<file path="config.mk">
export PLATFORM = sky130hd
export DESIGN_NAME = alu_frame_controller_flat
export DESIGN_NICKNAME = d
export VERILOG_FILES = /design/src/rtl/alu_frame_controller_if.sv /design/src/rtl/alu_frame_controller.sv /design/src/flat_wrapper.sv
export SDC_FILE = /design/constraint.sdc
export NUM_CORES = 1
export LEC_CHECK = 0
export ABC_AREA = 1
export CAP_MARGIN = 20
export CELL_PAD_IN_SITES_DETAIL_PLACEMENT = 1
export CELL_PAD_IN_SITES_GLOBAL_PLACEMENT = 2
export CORE_MARGIN = 4
export CORE_UTILIZATION = 38
export CTS_BUF_LIST = sky130_fd_sc_hd__clkbuf_8
export DETAILED_ROUTE_END_ITERATION = 12
export HOLD_SLACK_MARGIN = 0.12
export PLACE_DENSITY_LB_ADDON = 0.1
export REMOVE_ABC_BUFFERS = 1
export SYNTH_ARGS = -nofsm -noshare
export SYNTH_HDL_FRONTEND = slang
export SYNTH_SLANG_ARGS = --single-unit
</file>
<file path="constraint.sdc">
create_clock -name clock -period 4.45 [get_ports clock]
set_input_delay 0.89 -clock clock [delete_from_list [all_inputs] [get_ports clock]]
set_output_delay 0.89 -clock clock [all_outputs]
set_load 0.01 [all_outputs]
</file>
<file path="src/rtl/alu_frame_controller_if.sv">
// UART FIFO and ALU signal bundle for alu_frame_controller.
// master = controller side, slave = FIFO/ALU environment side.
interface alu_frame_controller_if #(
    parameter int unsigned DBIT  = 8,
    parameter int unsigned NB_OP = 6,
    parameter int unsigned NB_AB = 8
);
    logic             i_rx_empty;
    logic [DBIT-1:0]  i_r_data;
    logic             o_rd_uart;
    logic             i_tx_full;
    logic             o_wr_uart;
    logic [DBIT-1:0]  o_w_data;
    logic [NB_OP-1:0] o_alu_op;
    logic [NB_AB-1:0] o_alu_a;
    logic [NB_AB-1:0] o_alu_b;
    logic [NB_AB-1:0] i_alu_result;
    logic             o_busy;
    logic             o_frame_err;

    modport master (
        input  i_rx_empty, i_r_data, i_tx_full, i_alu_result,
        output o_rd_uart, o_wr_uart, o_w_data, o_alu_op, o_alu_a, o_alu_b,
               o_busy, o_frame_err
    );

    modport slave (
        output i_rx_empty, i_r_data, i_tx_full, i_alu_result,
        input  o_rd_uart, o_wr_uart, o_w_data, o_alu_op, o_alu_a, o_alu_b,
               o_busy, o_frame_err
    );
endinterface

</file>
<file path="src/rtl/alu_frame_controller.sv">
// Frame sequencer: SYNC, OP, A, B, CHK from RX FIFO -> ALU -> result/status to TX FIFO.
// Optional inter-byte timeout enabled by defining ALU_FRAME_TIMEOUT_EN.
module alu_frame_controller #(
    parameter int unsigned DBIT      = 8,
    parameter int unsigned NB_OP     = 6,
    parameter int unsigned NB_AB     = 8,
    parameter logic [7:0]  SYNC_BYTE = 8'hA5,
    parameter int unsigned TIMEOUT   = 1000
) (
    input  logic                  clock,
    input  logic                  i_reset,
    alu_frame_controller_if.master bus
);
    localparam logic [DBIT-1:0] STAT_OK   = DBIT'(8'h01);
    localparam logic [DBIT-1:0] STAT_CHK  = DBIT'(8'h02);
    localparam logic [DBIT-1:0] STAT_TMO  = DBIT'(8'h04);

    typedef enum logic [2:0] {
        S_IDLE, S_GET_OP, S_GET_A, S_GET_B, S_GET_CHK, S_EXEC, S_SEND_RES, S_SEND_STAT
    } state_t;

    state_t           r_state, w_state_nxt;
    logic [NB_OP-1:0] r_sh_op, w_sh_op_nxt;
    logic [NB_AB-1:0] r_sh_a, w_sh_a_nxt;
    logic [NB_AB-1:0] r_sh_b, w_sh_b_nxt;
    logic [DBIT-1:0]  r_chk, w_chk_nxt;
    logic [NB_OP-1:0] r_alu_op, w_alu_op_nxt;
    logic [NB_AB-1:0] r_alu_a, w_alu_a_nxt;
    logic [NB_AB-1:0] r_alu_b, w_alu_b_nxt;
    logic [DBIT-1:0]  r_res, w_res_nxt;
    logic [DBIT-1:0]  r_stat, w_stat_nxt;
    logic [DBIT-1:0]  r_w_data, w_w_data_nxt;
    logic             r_busy, r_frame_err, w_frame_err_nxt;
    logic             w_in_get, w_pop, w_push, w_tmo_hit;

    assign w_in_get = (r_state inside {S_GET_OP, S_GET_A, S_GET_B, S_GET_CHK});
    // Reset gating keeps the pop strobe low while the FIFO is held off by reset.
    assign w_pop    = i_reset && !bus.i_rx_empty && (w_in_get || (r_state == S_IDLE));
    assign w_push   = !bus.i_tx_full && (r_state inside {S_SEND_RES, S_SEND_STAT});

`ifdef ALU_FRAME_TIMEOUT_EN
    localparam int unsigned TMO_W = $clog2(TIMEOUT + 1);
    logic [TMO_W-1:0] r_tmo_cnt;

    // Counts consecutive empty cycles inside a frame; hits on the TIMEOUT-th one.
    assign w_tmo_hit = w_in_get && !w_pop && (r_tmo_cnt == TMO_W'(TIMEOUT - 1));

    always_ff @(posedge clock or negedge i_reset) begin
        if (!i_reset)                        r_tmo_cnt <= '0;
        else if (w_in_get && !w_pop && !w_tmo_hit) r_tmo_cnt <= r_tmo_cnt + TMO_W'(1);
        else                                 r_tmo_cnt <= '0;
    end
`else
    logic w_unused_timeout;
    assign w_unused_timeout = (TIMEOUT == 0);
    assign w_tmo_hit        = 1'b0;
`endif

    always_ff @(posedge clock or negedge i_reset) begin
        if (!i_reset) begin
            r_state     <= S_IDLE;
            r_sh_op     <= '0;
            r_sh_a      <= '0;
            r_sh_b      <= '0;
            r_chk       <= '0;
            r_alu_op    <= '0;
            r_alu_a     <= '0;
            r_alu_b     <= '0;
            r_res       <= '0;
            r_stat      <= '0;
            r_w_data    <= '0;
            r_busy      <= 1'b0;
            r_frame_err <= 1'b0;
        end else begin
            r_state     <= w_state_nxt;
            r_sh_op     <= w_sh_op_nxt;
            r_sh_a      <= w_sh_a_nxt;
            r_sh_b      <= w_sh_b_nxt;
            r_chk       <= w_chk_nxt;
            r_alu_op    <= w_alu_op_nxt;
            r_alu_a     <= w_alu_a_nxt;
            r_alu_b     <= w_alu_b_nxt;
            r_res       <= w_res_nxt;
            r_stat      <= w_stat_nxt;
            r_w_data    <= w_w_data_nxt;
            r_busy      <= (w_state_nxt != S_IDLE);
            r_frame_err <= w_frame_err_nxt;
        end
    end

    always_comb begin
        w_state_nxt     = r_state;
        w_sh_op_nxt     = r_sh_op;
        w_sh_a_nxt      = r_sh_a;
        w_sh_b_nxt      = r_sh_b;
        w_chk_nxt       = r_chk;
        w_alu_op_nxt    = r_alu_op;
        w_alu_a_nxt     = r_alu_a;
        w_alu_b_nxt     = r_alu_b;
        w_res_nxt       = r_res;
        w_stat_nxt      = r_stat;
        w_frame_err_nxt = 1'b0;

        case (r_state)
            S_IDLE: begin
                if (w_pop && (bus.i_r_data == DBIT'(SYNC_BYTE))) begin
                    w_chk_nxt   = '0;
                    w_state_nxt = S_GET_OP;
                end
            end
            S_GET_OP: begin
                if (w_pop) begin
                    w_sh_op_nxt = bus.i_r_data[NB_OP-1:0];
                    w_chk_nxt   = bus.i_r_data;
                    w_state_nxt = S_GET_A;
                end
            end
            S_GET_A: begin
                if (w_pop) begin
                    w_sh_a_nxt  = bus.i_r_data;
                    w_chk_nxt   = r_chk ^ bus.i_r_data;
                    w_state_nxt = S_GET_B;
                end
            end
            S_GET_B: begin
                if (w_pop) begin
                    w_sh_b_nxt  = bus.i_r_data;
                    w_chk_nxt   = r_chk ^ bus.i_r_data;
                    w_state_nxt = S_GET_CHK;
                end
            end
            S_GET_CHK: begin
                if (w_pop) begin
                    if (bus.i_r_data == r_chk) begin
                        w_alu_op_nxt = r_sh_op;
                        w_alu_a_nxt  = r_sh_a;
                        w_alu_b_nxt  = r_sh_b;
                        w_state_nxt  = S_EXEC;
                    end else begin
                        w_res_nxt       = '0;
                        w_stat_nxt      = STAT_CHK;
                        w_frame_err_nxt = 1'b1;
                        w_state_nxt     = S_SEND_RES;
                    end
                end
            end
            S_EXEC: begin
                w_res_nxt   = bus.i_alu_result;
                w_stat_nxt  = STAT_OK;
                w_state_nxt = S_SEND_RES;
            end
            S_SEND_RES: begin
                if (w_push) w_state_nxt = S_SEND_STAT;
            end
            S_SEND_STAT: begin
                if (w_push) w_state_nxt = S_IDLE;
            end
            default: w_state_nxt = S_IDLE;
        endcase

        if (w_tmo_hit) begin
            w_res_nxt       = '0;
            w_stat_nxt      = STAT_TMO;
            w_frame_err_nxt = 1'b1;
            w_state_nxt     = S_SEND_RES;
        end
    end

    // TX byte is registered ahead of the send state so it holds for the whole stall.
    always_comb begin
        w_w_data_nxt = '0;
        case (w_state_nxt)
            S_SEND_RES:  w_w_data_nxt = w_res_nxt;
            S_SEND_STAT: w_w_data_nxt = w_stat_nxt;
            default:     w_w_data_nxt = '0;
        endcase
    end

    assign bus.o_rd_uart   = w_pop;
    assign bus.o_wr_uart   = w_push;
    assign bus.o_w_data    = r_w_data;
    assign bus.o_alu_op    = r_alu_op;
    assign bus.o_alu_a     = r_alu_a;
    assign bus.o_alu_b     = r_alu_b;
    assign bus.o_busy      = r_busy;
    assign bus.o_frame_err = r_frame_err;
endmodule
</file>
<file path="src/flat_wrapper.sv">
// flat-port wrapper written by rule: the top's interface ports become plain ports
module alu_frame_controller_flat 
#(
    parameter int unsigned DBIT      = 8,
    parameter int unsigned NB_OP     = 6,
    parameter int unsigned NB_AB     = 8,
    parameter logic [7:0]  SYNC_BYTE = 8'hA5,
    parameter int unsigned TIMEOUT   = 1000
)
  (clock, i_reset, bus_i_rx_empty, bus_i_r_data, bus_i_tx_full, bus_i_alu_result, bus_o_rd_uart, bus_o_wr_uart, bus_o_w_data, bus_o_alu_op, bus_o_alu_a, bus_o_alu_b, bus_o_busy, bus_o_frame_err);
  alu_frame_controller_if #(.DBIT(DBIT), .NB_OP(NB_OP), .NB_AB(NB_AB)) bus_i ();
  input  logic clock;
  input  logic i_reset;
  input wire logic [$bits(bus_i.i_rx_empty)-1:0] bus_i_rx_empty;
  input wire logic [$bits(bus_i.i_r_data)-1:0] bus_i_r_data;
  input wire logic [$bits(bus_i.i_tx_full)-1:0] bus_i_tx_full;
  input wire logic [$bits(bus_i.i_alu_result)-1:0] bus_i_alu_result;
  output wire logic [$bits(bus_i.o_rd_uart)-1:0] bus_o_rd_uart;
  output wire logic [$bits(bus_i.o_wr_uart)-1:0] bus_o_wr_uart;
  output wire logic [$bits(bus_i.o_w_data)-1:0] bus_o_w_data;
  output wire logic [$bits(bus_i.o_alu_op)-1:0] bus_o_alu_op;
  output wire logic [$bits(bus_i.o_alu_a)-1:0] bus_o_alu_a;
  output wire logic [$bits(bus_i.o_alu_b)-1:0] bus_o_alu_b;
  output wire logic [$bits(bus_i.o_busy)-1:0] bus_o_busy;
  output wire logic [$bits(bus_i.o_frame_err)-1:0] bus_o_frame_err;
  assign bus_i.i_rx_empty = bus_i_rx_empty;
  assign bus_i.i_r_data = bus_i_r_data;
  assign bus_i.i_tx_full = bus_i_tx_full;
  assign bus_i.i_alu_result = bus_i_alu_result;
  assign bus_o_rd_uart = bus_i.o_rd_uart;
  assign bus_o_wr_uart = bus_i.o_wr_uart;
  assign bus_o_w_data = bus_i.o_w_data;
  assign bus_o_alu_op = bus_i.o_alu_op;
  assign bus_o_alu_a = bus_i.o_alu_a;
  assign bus_o_alu_b = bus_i.o_alu_b;
  assign bus_o_busy = bus_i.o_busy;
  assign bus_o_frame_err = bus_i.o_frame_err;
  alu_frame_controller #(.DBIT(DBIT), .NB_OP(NB_OP), .NB_AB(NB_AB), .SYNC_BYTE(SYNC_BYTE), .TIMEOUT(TIMEOUT)) u_core (.clock(clock), .i_reset(i_reset), .bus(bus_i));
endmodule
</file>
==> results of run 1 <==
==> path summary, 6_finish.rpt <==
| kind | from | end | slack, ns |
|---|---|---|---|
| worst max-delay path | bus_i_rx_empty | bus_o_rd_uart | 1.23 |
| worst min-delay path | i_reset | u_core.r_chk[4] | 0.34 |
| worst max register to register | u_core.r_state[2] | u_core.bus.o_busy | 2.47 |
| worst min register to register | u_core.r_stat[3] | u_core.r_stat[3] | 0.49 |
| max in group asynchronous | i_reset | u_core.bus.o_w_data[0] | 3.19 |
| min in group clock | u_core.r_stat[3] | u_core.r_stat[3] | 0.49 |
==> power groups by stage <==
stage               Sequential, mW  Combinational [mW]  Clock [mW]
detailed placement            1.06               0.657           0
global placement              1.05               0.633           0
CTS                           1.04               0.663       0.521
floorplan                     1.03               0.453           0
global route                  1.07               0.758       0.558
finish                        1.04               0.654       0.506
==> worst max-delay path: stages <==
cell and delay, ns:
sky130_fd_sc_hd__clkdlybuf4s50_1 0.41, sky130_fd_sc_hd__nor2_2 0.25, sky130_fd_sc_hd__inv_2 0.11, sky130_fd_sc_hd__nor2_1 0.12, sky130_fd_sc_hd__clkdlybuf4s50_1 0.54
==> metal layers <==
layer / track usage, % / vias to the layer above / part of all wire (%)
met4: 5.03 / 0 / 1.1
met3: 3.29 / 6 / 3.5
met1: 22.1 / 1280 / 49
met5: 0 / - / 0
li1: - / 1267 / -
met2: 25.5 / 41 / 46
==> cells in the mapped netlist <==
cell / number / area share (%)
sky130_fd_sc_hd__buf_4: 2 / 0.42
sky130_fd_sc_hd__o22ai_1: 8 / 1.4
sky130_fd_sc_hd__nand2_4: 1 / 0.32
sky130_fd_sc_hd__nor2_2: 2 / 0.35
sky130_fd_sc_hd__o21ai_2: 6 / 1.5
sky130_fd_sc_hd__inv_2: 10 / 1.1
sky130_fd_sc_hd__nand3_4: 1 / 0.50
sky130_fd_sc_hd__nor4_2: 1 / 0.35
sky130_fd_sc_hd__nor4_1: 1 / 0.18
sky130_fd_sc_hd__nor2_1: 14 / 1.5
sky130_fd_sc_hd__inv_1: 28 / 3.0
sky130_fd_sc_hd__buf_2: 2 / 0.28
sky130_fd_sc_hd__o211ai_1: 1 / 0.21
sky130_fd_sc_hd__nor2_4: 2 / 0.64
sky130_fd_sc_hd__nor3_2: 1 / 0.28
sky130_fd_sc_hd__nand2_2: 5 / 0.88
sky130_fd_sc_hd__o21a_1: 9 / 1.9
sky130_fd_sc_hd__mux2_4: 16 / 6.8
sky130_fd_sc_hd__buf_6: 5 / 1.6
sky130_fd_sc_hd__nand3_1: 21 / 3.0
sky130_fd_sc_hd__nand3_2: 2 / 0.57
sky130_fd_sc_hd__nand2_1: 112 / 12
sky130_fd_sc_hd__o21ai_0: 22 / 3.1
sky130_fd_sc_hd__clkbuf_1: 2 / 0.21
sky130_fd_sc_hd__nor3b_1: 1 / 0.21
sky130_fd_sc_hd__dfrtp_1: 81 / 57
sky130_fd_sc_hd__nand4_1: 3 / 0.53
==> kinds of logic (layout without fill, tap and decap cells) <==
kind of cell    Yosys count  in the layout  synth area share [%]
simple gates            167            167                  21.2
flops                    81             81                  57.3
buf+inv                  49            111                  6.55
compound gates           46             46                  8.14
mux                      16             16                  6.80
==> through the flow <==
| step | hold WS [ns] | power, mW | cells | setup WS, ns |
|---|---|---|---|---|
| after floorplan | 0.446 | 1.49 | 348 | 1.96 |
| after global placement | 0.461 | 1.68 | 512 | 1.26 |
| after detailed placement | 0.473 | 1.71 | 512 | 1.24 |
| after CTS | 0.331 | 2.23 | 528 | 1.23 |
| after global routing | 0.326 | 2.38 | 529 | 1.08 |
| final | 0.344 | 2.20 | 529 | 1.23 |
==> registers in the layout, indices dropped and copies added (netlist names), 8 cells and up <==
| name | count |
|---|---|
| u_core.bus.o_alu_a | 8 |
| u_core.bus.o_alu_b | 8 |
| u_core.bus.o_w_data | 8 |
| u_core.r_chk | 8 |
| u_core.r_res | 8 |
| u_core.r_sh_a | 8 |
| u_core.r_sh_b | 8 |
| u_core.r_stat | 8 |
==> layout make-up <==
type	instances	area, µm²
clock buffer	10	138
clock inverter	6	48.8
fill	1013	4550
inverter	38	143
multi-input combinational	229	1280
sequential	81	2030
tap	108	135
timing repair buffer	57	571
==> results by stage, run 1 <==
Route:
- After the first detailed-routing iteration, the DRC count stood at 104.
- For this run, design rule violations remaining after detail routing come to 0.
- The antenna violation net count after detailed routing is 0.
- The detailed-router iteration count before antenna repair is 4.
- The detailed-route vias per instance is 4.90.
- The total routed wirelength is 8.15 mm.
- The detail-routed net length per standard cell is 15.4 µm.
- The total number of vias is 2594.

GRT:
- The global-route usage over all layers is 16.1%.
- Summed over all layers, the global routing overflow is 0.
- The global-route wire length before repair is 14.0 mm.
- The via count of the first global-routing pass is 2764.
- The maximum number of pins on one net before global-route repair is 79.
- The initial antenna violation count is 0.

Worst setup path:
- The worst setup path is launched from an input pin.
- The critical path capture point type is a primary output.
- The number of cells on the worst reg-to-reg path is 7.
- By startpoint and endpoint, the worst setup path is classified as in2out.
- Of all nets on the critical path, the largest fanout is 5.
- At the worst endpoint, the arrival time is 2.33 ns.
- The required time of the critical path is 3.56 ns.

STA:
- Headroom to the max-slew limit came out at 48.4%.
- The minimum period implied by the final worst setup slack is 3.22 ns.
- The total setup violations reported at the end of the flow is 0.
- For this run, the top clock speed supported by timing is 311 MHz.
- The number of pins exceeding their max-slew limit in the final report is 0.
- The hold violation count in the final report is 0.
- For the pin with the worst max-slew slack, the measured transition is 0.772 ns.
- The total negative slack is 0 ns.
- The final clock period utilization by the worst path is 72.3%.
- Between clock sinks in the finished design, the worst skew comes to 0.0103 ns.
- Setup repair after global routing left no endpoint under its margin.

Placement:
- The area of placed instances is 4130 µm².
- The number of buffers inserted by port buffering is 53.
- The estimated wirelength of the detail-placed design is 5.82 mm.
- The congestion estimate from routability-driven global placement came to 0.758.

Final layout:
- Leaving out fill and tap cells, the most frequent cells in the layout are sky130_fd_sc_hd__nand2_1 (112), sky130_fd_sc_hd__dfrtp_1 (81), sky130_fd_sc_hd__clkdlybuf4s50_1 (52), sky130_fd_sc_hd__inv_1 (28), sky130_fd_sc_hd__o21ai_0 (22).
- The most common library cell in the layout ignoring fill and taps is sky130_fd_sc_hd__nand2_1.
- Once layout is complete, the utilization of the core stands at 48.8%.
- The antenna diode instance count is 0.
- From synthesis to final layout, the design area changed by 22.7%.
- The final layout contains 436 nets.
- The final non-filler cell area is 4340 µm².
- Cells with a size suffix above 1 make up 16.2% of the layout.

Clocking:
- The clock tree root buffer cell is sky130_fd_sc_hd__clkbuf_8.
- Once the clock tree was built, the setup fixing pass inserted 0 buffers.
- The number of buffers on the longest clock path is 2.
- The number of H-tree branching levels is 3.
- The number of clock buffers added by TritonCTS is 9.
- TritonCTS built the clock tree.
- The total clock sinks is 81.
- The post-CTS resize count is 0.
- The clock input transition at the sequential cells of the worst setup and hold paths is 0.08 ns.
- For the worst-skew pair, the clock arrives at the later sink with an insertion delay of 0.35 ns.
- The number of hold buffers added after cts is 0.

Power and ir drop:
- The net switching power figure is 800 µW.
- Dividing total power by cell area gives a power density of 507 nW/µm².
- Net switching is 36.3% of the power.
- The static leakage power is 2.18 nW.
- Per report_power, the combinational group accounts for 29.7% of the total.
- In this run, flip-flops and latches consume 47.3% of the power.
- The peak ir drop on the vdd network is 0.000241 V.
- The internal power consumption is 1.40 mW.
- The clock group share of total power is 23.0%.

Floorplan:
- The count of pins on the block boundary is 54.
- For this configuration, the core starts out at a cell density of 39.8%.
- The die is 104 µm wide.
- The die covers 10900 µm².
- From bottom edge to top edge, the die measures 104 µm.
- After floorplanning, the core was sized to cover 8890 µm².
- In this run the core area contains 34 standard-cell rows.

Yosys:
- The unique cell type count in the Yosys netlist is 27.
- The proportion of synthesized chip area in sequential cells is 57.3%.
- In the synthesized netlist, the number of instances is 359.
- The average instance in the mapped netlist occupies 9.85 µm².
- The number of register bits inferred by synthesis is 81.
- The synthesized netlist occupies a cell area of 3530 µm².
- The total of warnings raised by yosys is 0.

Run status:
- The flow ran to the end, and the final reports show no timing, DRC or antenna violations.

Worst hold path:
- The min-delay analysis places its worst path in the category in2async.

Flow run:
- The number of max-capacitance violations reported is 0.
(Power assumes the default switching activity.)
==> inputs of run 2 (changes only) <==
CORE_UTILIZATION = 32   (was 38)
clock period = 2.8 ns   (was 4.45 ns; I/O delays follow)
==> run 2 against run 1 <==
Design area rose by 2.3%. Non-clock buffer count increased by 5. Via count fell by 1.2%. Power grew 66%. Die area up 17%. Sequential power up 59%. Hold slack worse by 0.078 ns. Setup slack worse by 0.91 ns. Register-to-register slack got worse by 1.5 ns. Critical path depth is the same. Sequential share of layout area fell by 1.0 points. Critical path type unchanged. Critical endpoint unchanged. Largest cell class unchanged. Largest power group unchanged.
==> results by stage, run 2 (same netlist as run 1, synthesis figures left out) <==
Worst setup path:
- The startpoint of the worst-slack reg-to-reg timing path is u_core.r_state[1].
- The maximum fanout along the worst path came to 5 (unchanged).
- The endpoint identified for the worst register-to-register timing path is u_core.bus.o_w_data[6].
- The reg2reg setup slack is 1.01 ns (-1.46 ns).
- The worst setup path is captured at a primary output.
- The required time of the critical path was 2.24 ns (-1.32 ns).
- The kind of start point of the critical path is an input pin.
- By startpoint and endpoint, the worst setup path is classified as in2out.
- The critical path arrival is 1.92 ns (-0.41 ns).
- The worst-case reg-to-reg path depth is 7 (unchanged).

Flow run:
- The number of max-capacitance violations reported came to 0 (unchanged).

Floorplan:
- The overall die height is 113 µm (+8.3%).
- The area of the die was 12800 µm² (+17%).
- The width of the chip is 113 µm (+8.3%).
- The placeable core region is 10800 µm² (+22%).
- The starting density of the core is 32.6% (-7.1 points).
- The site row count is 38 (+12%).
- The count of pins on the block boundary came to 54 (unchanged).

Clocking:
- TritonCTS built the clock tree.
- The number of hold buffers added after cts is 0 (unchanged).
- The number of H-tree branching levels is 3 (unchanged).
- The clock tree root buffer cell is sky130_fd_sc_hd__clkbuf_8.
- The post-CTS resize count is 0 (unchanged).
- The number of buffers on the longest clock path is 2 (unchanged).
- The total CTS buffers is 9 (unchanged).
- The post-CTS repair timing setup buffer count is 0 (unchanged).
- The clock input transition at the sequential cells of the worst setup and hold paths is 0.09 ns (about the same).
- The total clock sinks is 81 (unchanged).
- The clock latency of the later-clocked register in the worst-skew pair is 0.35 ns (about the same).

GRT:
- The sum of overflow across all layers after global routing came to 0 (unchanged).
- The global-route usage over all layers is 14.0% (-2.1 points).
- The initial antenna violation count is 0 (unchanged).
- The maximum number of pins on one net before global-route repair is 51 (-35%).
- The via count of the first global-routing pass was 2774 (+0.36%).
- The global-route wire length before repair is 14.1 mm (+1.3%).

STA:
- The total setup violations reported at the end of the flow is 0 (unchanged).
- The total negative slack was 0 ns (unchanged).
- The worst setup skew after layout is 0.00720 ns (-0.00314 ns).
- The hold violation count in the final report is 0 (unchanged).
- Counting I/O delays and the setup requirement, the final critical path takes 2.48 ns.
- The slew of the pin with the lowest slew margin came to 0.620 ns (-0.152 ns).
- After layout, the worst path uses 88.5% of the clock period.
- For this run, the top clock speed supported by timing is 404 MHz.
- The relative slew slack was 58.7% (+10 points).
- Setup repair after global routing left no endpoint under its margin.
- The number of pins exceeding their max-slew limit in the final report came to 0 (unchanged).

Route:
- The total number of vias is 2563 (-1.2%).
- The remaining routing DRC violations is 0 (unchanged).
- The detailed-router iteration count before antenna repair is 4 (unchanged).
- The initial detailed-routing violation count was 105 (+0.96%).
- The total routed wirelength is 8.14 mm (-0.18%).
- The detail-routed net length per standard cell came to 14.4 µm (-6.7%).
- The antenna violation net count after detailed routing is 0 (unchanged).
- The detailed-route vias per instance is 4.53 (-7.7%).

Run status:
- The run finished with clean final reports.

Power and ir drop:
- The peak ir drop on the vdd network is 0.000360 V (+50%).
- The static leakage power is 2.23 nW (+2.4%).
- The net switching power figure is 1.24 mW (+55%).
- The clock group share of total power was 26.0% (+3.0 points).
- The combinational power share was 28.8% (-0.9 points).
- The internal power consumption is 2.41 mW (+72%).
- The switching power share of the total was 34.0% (-2.4 points).
- The sequential power share is 45.2% (-2.1 points).
- The final total power came to 3.65 mW (+66%).
- The power density over cell area came to 822 nW/µm² (+62%).

Final layout:
- The final non-filler cell area is 4440 µm² (+2.3%).
- The antenna diode instance count is 0 (unchanged).
- The area of the multi-input gates is 1280 µm² (unchanged).
- The top cell types in the final layout, fill and taps aside, are sky130_fd_sc_hd__nand2_1 (112), sky130_fd_sc_hd__dfrtp_1 (81), sky130_fd_sc_hd__clkdlybuf4s50_1 (52), sky130_fd_sc_hd__inv_1 (29), sky130_fd_sc_hd__o21ai_0 (22).
- The filler cell count in the final layout is 1265 (+25%).
- The post-synthesis to final-layout area growth is 25.5%.
- The post-route core utilization is 40.9% (-7.9 points).
- The area of all sequential standard cells is 2030 µm² (unchanged).
- The number of nets in the finished design came to 441 (+1.1%).
- The share of cells above drive strength 1 is 16.9% (+0.75 points).
- The most common library cell in the layout ignoring fill and taps is sky130_fd_sc_hd__nand2_1.

Placement:
- The routability congestion estimate is 0.736 (-3.0%).
- The number of buffers inserted by port buffering is 53 (unchanged).
- The estimated wirelength of the detail-placed design is 6.01 mm (+3.2%).
- The area of placed instances was 4220 µm² (+2.1%).

Worst hold path:
- The tightest min-delay check is of the in2async type.
[run 2: worst max path at each step]
stage	to	slack [ns]	startpoint	cells past startpoint
global route	bus_o_rd_uart	0.25	bus_i_rx_empty	5
floorplan	u_core.bus.o_w_data[0]	0.64	i_reset	9
global placement	bus_o_rd_uart	0.29	bus_i_rx_empty	5
detailed placement	u_core.bus.o_w_data[6]	0.26	bus_i_r_data[0]	13
CTS	bus_o_rd_uart	0.30	bus_i_rx_empty	5
finish	bus_o_rd_uart	0.32	bus_i_rx_empty	5
[run 2: layout make-up]
type	count	share of cell area (%)
Clock inverter	6	1.86
Tap cell	140	3.95
Inverter	38	3.21
Sequential cell	81	45.7
Clock buffer	10	3.10
Timing Repair Buffer	62	13.4
Multi-Input combinational cell	229	28.8
[run 2: power by group through the flow]
stage               logic, mW  registers (mW)  clock network [mW]
detailed placement       1.07            1.68                   0
global route             1.23            1.69                1.04
CTS                      1.08            1.65               0.989
global placement         1.05            1.66                   0
floorplan               0.719            1.64                   0
finish                   1.05            1.65               0.947
[run 2: layer usage]
metal | vias to the layer above | routed length [µm] | global-route usage [%]
met5 | - | 0 | 0
met4 | 0 | 111 | 5.29
met3 | 8 | 247 | 2.46
met2 | 36 | 3650 | 21.1
met1 | 1247 | 4130 | 20.2
li1 | 1272 | - | -
[run 2: stage by stage]
step	std cells	setup slack, ns	hold slack, ns
after floorplan	348	0.640	0.264
final	566	0.323	0.266
after global routing	566	0.255	0.303
after detailed placement	550	0.263	0.471
after CTS	566	0.303	0.286
after global placement	550	0.285	0.468
[run 2: worst max-delay path: stages]
cell and delay, ns:
sky130_fd_sc_hd__clkdlybuf4s50_1 0.44, sky130_fd_sc_hd__nor2_2 0.15, sky130_fd_sc_hd__inv_2 0.08, sky130_fd_sc_hd__nor2_1 0.12
sky130_fd_sc_hd__clkdlybuf4s50_1 0.56
==> inputs of run 3 (changes only) <==
CORE_MARGIN = 8   (was 4)
==> run 3 against run 2 <==
Setup slack worse by 0.0084 ns. Clock power decreased by 2.9%. Critical endpoint unchanged. Routed wire length grew 3.4%. Non-clock buffer count did not move. Maximum frequency fell by 0.34%. Hold slack lost 0.027 ns. Clock skew up 0.0045 ns. Sequential power about the same. Die area up 15%. Global-route usage down 1.6 points. Highest routed layer unchanged.
==> results by stage, run 3 (same netlist as run 1, synthesis figures left out) <==
Route:
- The antenna violation net count after detailed routing was 0 (unchanged).
- The detailed-route vias per instance was 4.54 (+0.31%).
- The total routed wirelength is 8.41 mm (+3.4%).
- The initial detailed-routing violation count came to 105 (unchanged).
- The detailed-router iteration count before antenna repair is 3 (-1).
- The total number of vias is 2571 (+0.31%).
- The detail-routed net length per standard cell is 14.9 µm (+3.4%).
- The remaining routing DRC violations came to 0 (unchanged).

STA:
- The worst setup skew after layout is 0.0117 ns (+0.00453 ns).
- The minimum period implied by the final worst setup slack is 2.49 ns (+0.00839 ns).
- The maximum operating frequency is 402 MHz (-0.34%).
- Setup repair after global routing left no endpoint under its margin.
- The relative slew slack came to 55.2% (-3.5 points).
- The slew of the pin with the lowest slew margin is 0.672 ns (+0.0524 ns).
- The total negative slack is 0 ns (unchanged).
- The worst setup margin is 0.315 ns (-0.00839 ns).
- The hold violation count in the final report is 0 (unchanged).
- The total setup violations reported at the end of the flow was 0 (unchanged).
- The number of pins exceeding their max-slew limit in the final report was 0 (unchanged).
- The final clock period utilization by the worst path is 88.8% (+0.30 points).

Clocking:
- The number of hold buffers added after cts is 0 (unchanged).
- The number of H-tree branching levels was 3 (unchanged).
- The post-CTS repair timing setup buffer count is 0 (unchanged).
- The post-CTS resize count is 0 (unchanged).
- The clock input transition at the sequential cells of the worst setup and hold paths was 0.09 ns (about the same).
- The total clock sinks is 81 (unchanged).
- The clock latency of the later-clocked register in the worst-skew pair is 0.37 ns (+0.02 ns).
- The clock tree root buffer cell is sky130_fd_sc_hd__clkbuf_8.
- The clock tree from TritonCTS is built.
- The total CTS buffers is 9 (unchanged).
- The number of buffers on the longest clock path is 2 (unchanged).

GRT:
- The sum of overflow across all layers after global routing is 0 (unchanged).
- The initial antenna violation count is 0 (unchanged).
- The global-route wire length before repair was 14.3 mm (+0.88%).
- The maximum number of pins on one net before global-route repair was 52 (+2.0%).
- The global-route usage over all layers came to 12.4% (-1.6 points).
- The via count of the first global-routing pass is 2750 (-0.87%).

Worst setup path:
- The critical path arrival is 1.93 ns (about the same).
- The critical path ends at bus_o_rd_uart.
- The class of the most critical setup path is in2out.
- The reg2reg setup slack is 1.01 ns (about the same).
- The worst register-to-register path begins at u_core.r_state[1].
- The required time of the critical path is 2.24 ns (about the same).
- STA classifies the critical path endpoint as a primary output.
- The kind of start point of the critical path is an input pin.
- The worst-case reg-to-reg path depth was 7 (unchanged).
- The source of the critical timing path is bus_i_rx_empty.
- The maximum fanout along the worst path is 5 (unchanged).
- In this run the critical register-to-register path is captured at u_core.bus.o_w_data[3].

Worst hold path:
- The min-delay analysis places its worst path in the category in2async.

Power and ir drop:
- The static leakage power is 2.22 nW (-0.27%).
- The peak ir drop on the vdd network was 0.000319 V (-11%).
- The final total power was 3.63 mW (-0.35%).
- The power density over cell area was 818 nW/µm² (-0.46%).

Placement:
- The area of placed instances is 4230 µm² (+0.30%).
- The routability congestion estimate is 0.765 (+4.0%).
- The number of buffers inserted by port buffering is 53 (unchanged).
- The estimated wirelength of the detail-placed design is 6.07 mm (+0.94%).
- The setup slack after placement is 0.292 ns (+0.0297 ns).

Final layout:
- The post-route core utilization is 41.2% (+0.23 points).
- The number of nets in the finished design was 441 (unchanged).
- The post-synthesis to final-layout area growth is 25.7%.
- The antenna diode instance count is 0 (unchanged).
- The final non-filler cell area is 4440 µm² (+0.11%).
- The share of cells above drive strength 1 is 17.1% (+0.23 points).
- The library cells used most frequently in the layout, excluding fill and tap cells, are sky130_fd_sc_hd__nand2_1 (112), sky130_fd_sc_hd__dfrtp_1 (81), sky130_fd_sc_hd__clkdlybuf4s50_1 (52), sky130_fd_sc_hd__inv_1 (28), sky130_fd_sc_hd__o21ai_0 (22).
- The most common library cell in the layout ignoring fill and taps is sky130_fd_sc_hd__nand2_1.

Floorplan:
- The count of pins on the block boundary was 54 (unchanged).
- The width of the chip is 121 µm (+7.1%).
- The overall die height is 121 µm (+7.1%).
- The placeable core region was 10800 µm² (-0.44%).
- The site row count is 38 (unchanged).
- The starting density of the core is 32.7% (+0.14 points).
- The area of the die is 14700 µm² (+15%).

Flow run:
- The number of max-capacitance violations reported is 0 (unchanged).

Run status:
- The run finished with clean final reports.
## run 3: layout make-up
cell class                      count  area, µm²
Timing Repair Buffer               62        608
Fill cell                        1253       6350
Sequential cell                    81       2030
Multi-Input combinational cell    229       1280
Tap cell                          140        175
Inverter                           38        143
Clock inverter                      6       75.1
Clock buffer                       10        138
## run 3: critical path, stage by stage
cell                              delay [ns]
sky130_fd_sc_hd__clkdlybuf4s50_1        0.42
sky130_fd_sc_hd__nor2_2                 0.16
sky130_fd_sc_hd__inv_2                  0.09
sky130_fd_sc_hd__nor2_1                 0.14
sky130_fd_sc_hd__clkdlybuf4s50_1        0.56
## run 3: worst min-delay path by stage
stage / startpoint / endpoint
after CTS: i_reset / u_core.bus.o_alu_a[0]
after detailed placement: u_core.r_stat[1] / u_core.r_stat[1]
after global placement: u_core.bus.o_alu_op[4] / u_core.bus.o_alu_op[4]
after global routing: i_reset / u_core.bus.o_alu_op[3]
after floorplan: i_reset / u_core.bus.o_alu_a[0]
final: i_reset / u_core.r_sh_a[0]
## run 3: power breakdown
part           total [mW]  internal, mW  switching (mW)
Combinational        1.06         0.407           0.651
Clock               0.920         0.449           0.471
Sequential           1.65          1.48           0.177
## run 3: per-stage QoR
stage,std cells,hold slack [ns]
2_1_floorplan,348,0.264
3_3_place_gp,550,0.467
3_5_place_dp,550,0.469
4_1_cts,566,0.242
5_1_grt,566,0.261
6_report,566,0.239
## run 3: metal layers
metal  up-vias  track usage, %  wire length, µm
met3        12            3.82              386
met2        35            18.5             3730
met4         0            5.15              138
met1      1246            16.4             4160
li1       1278               -                -
met5         -               0                0
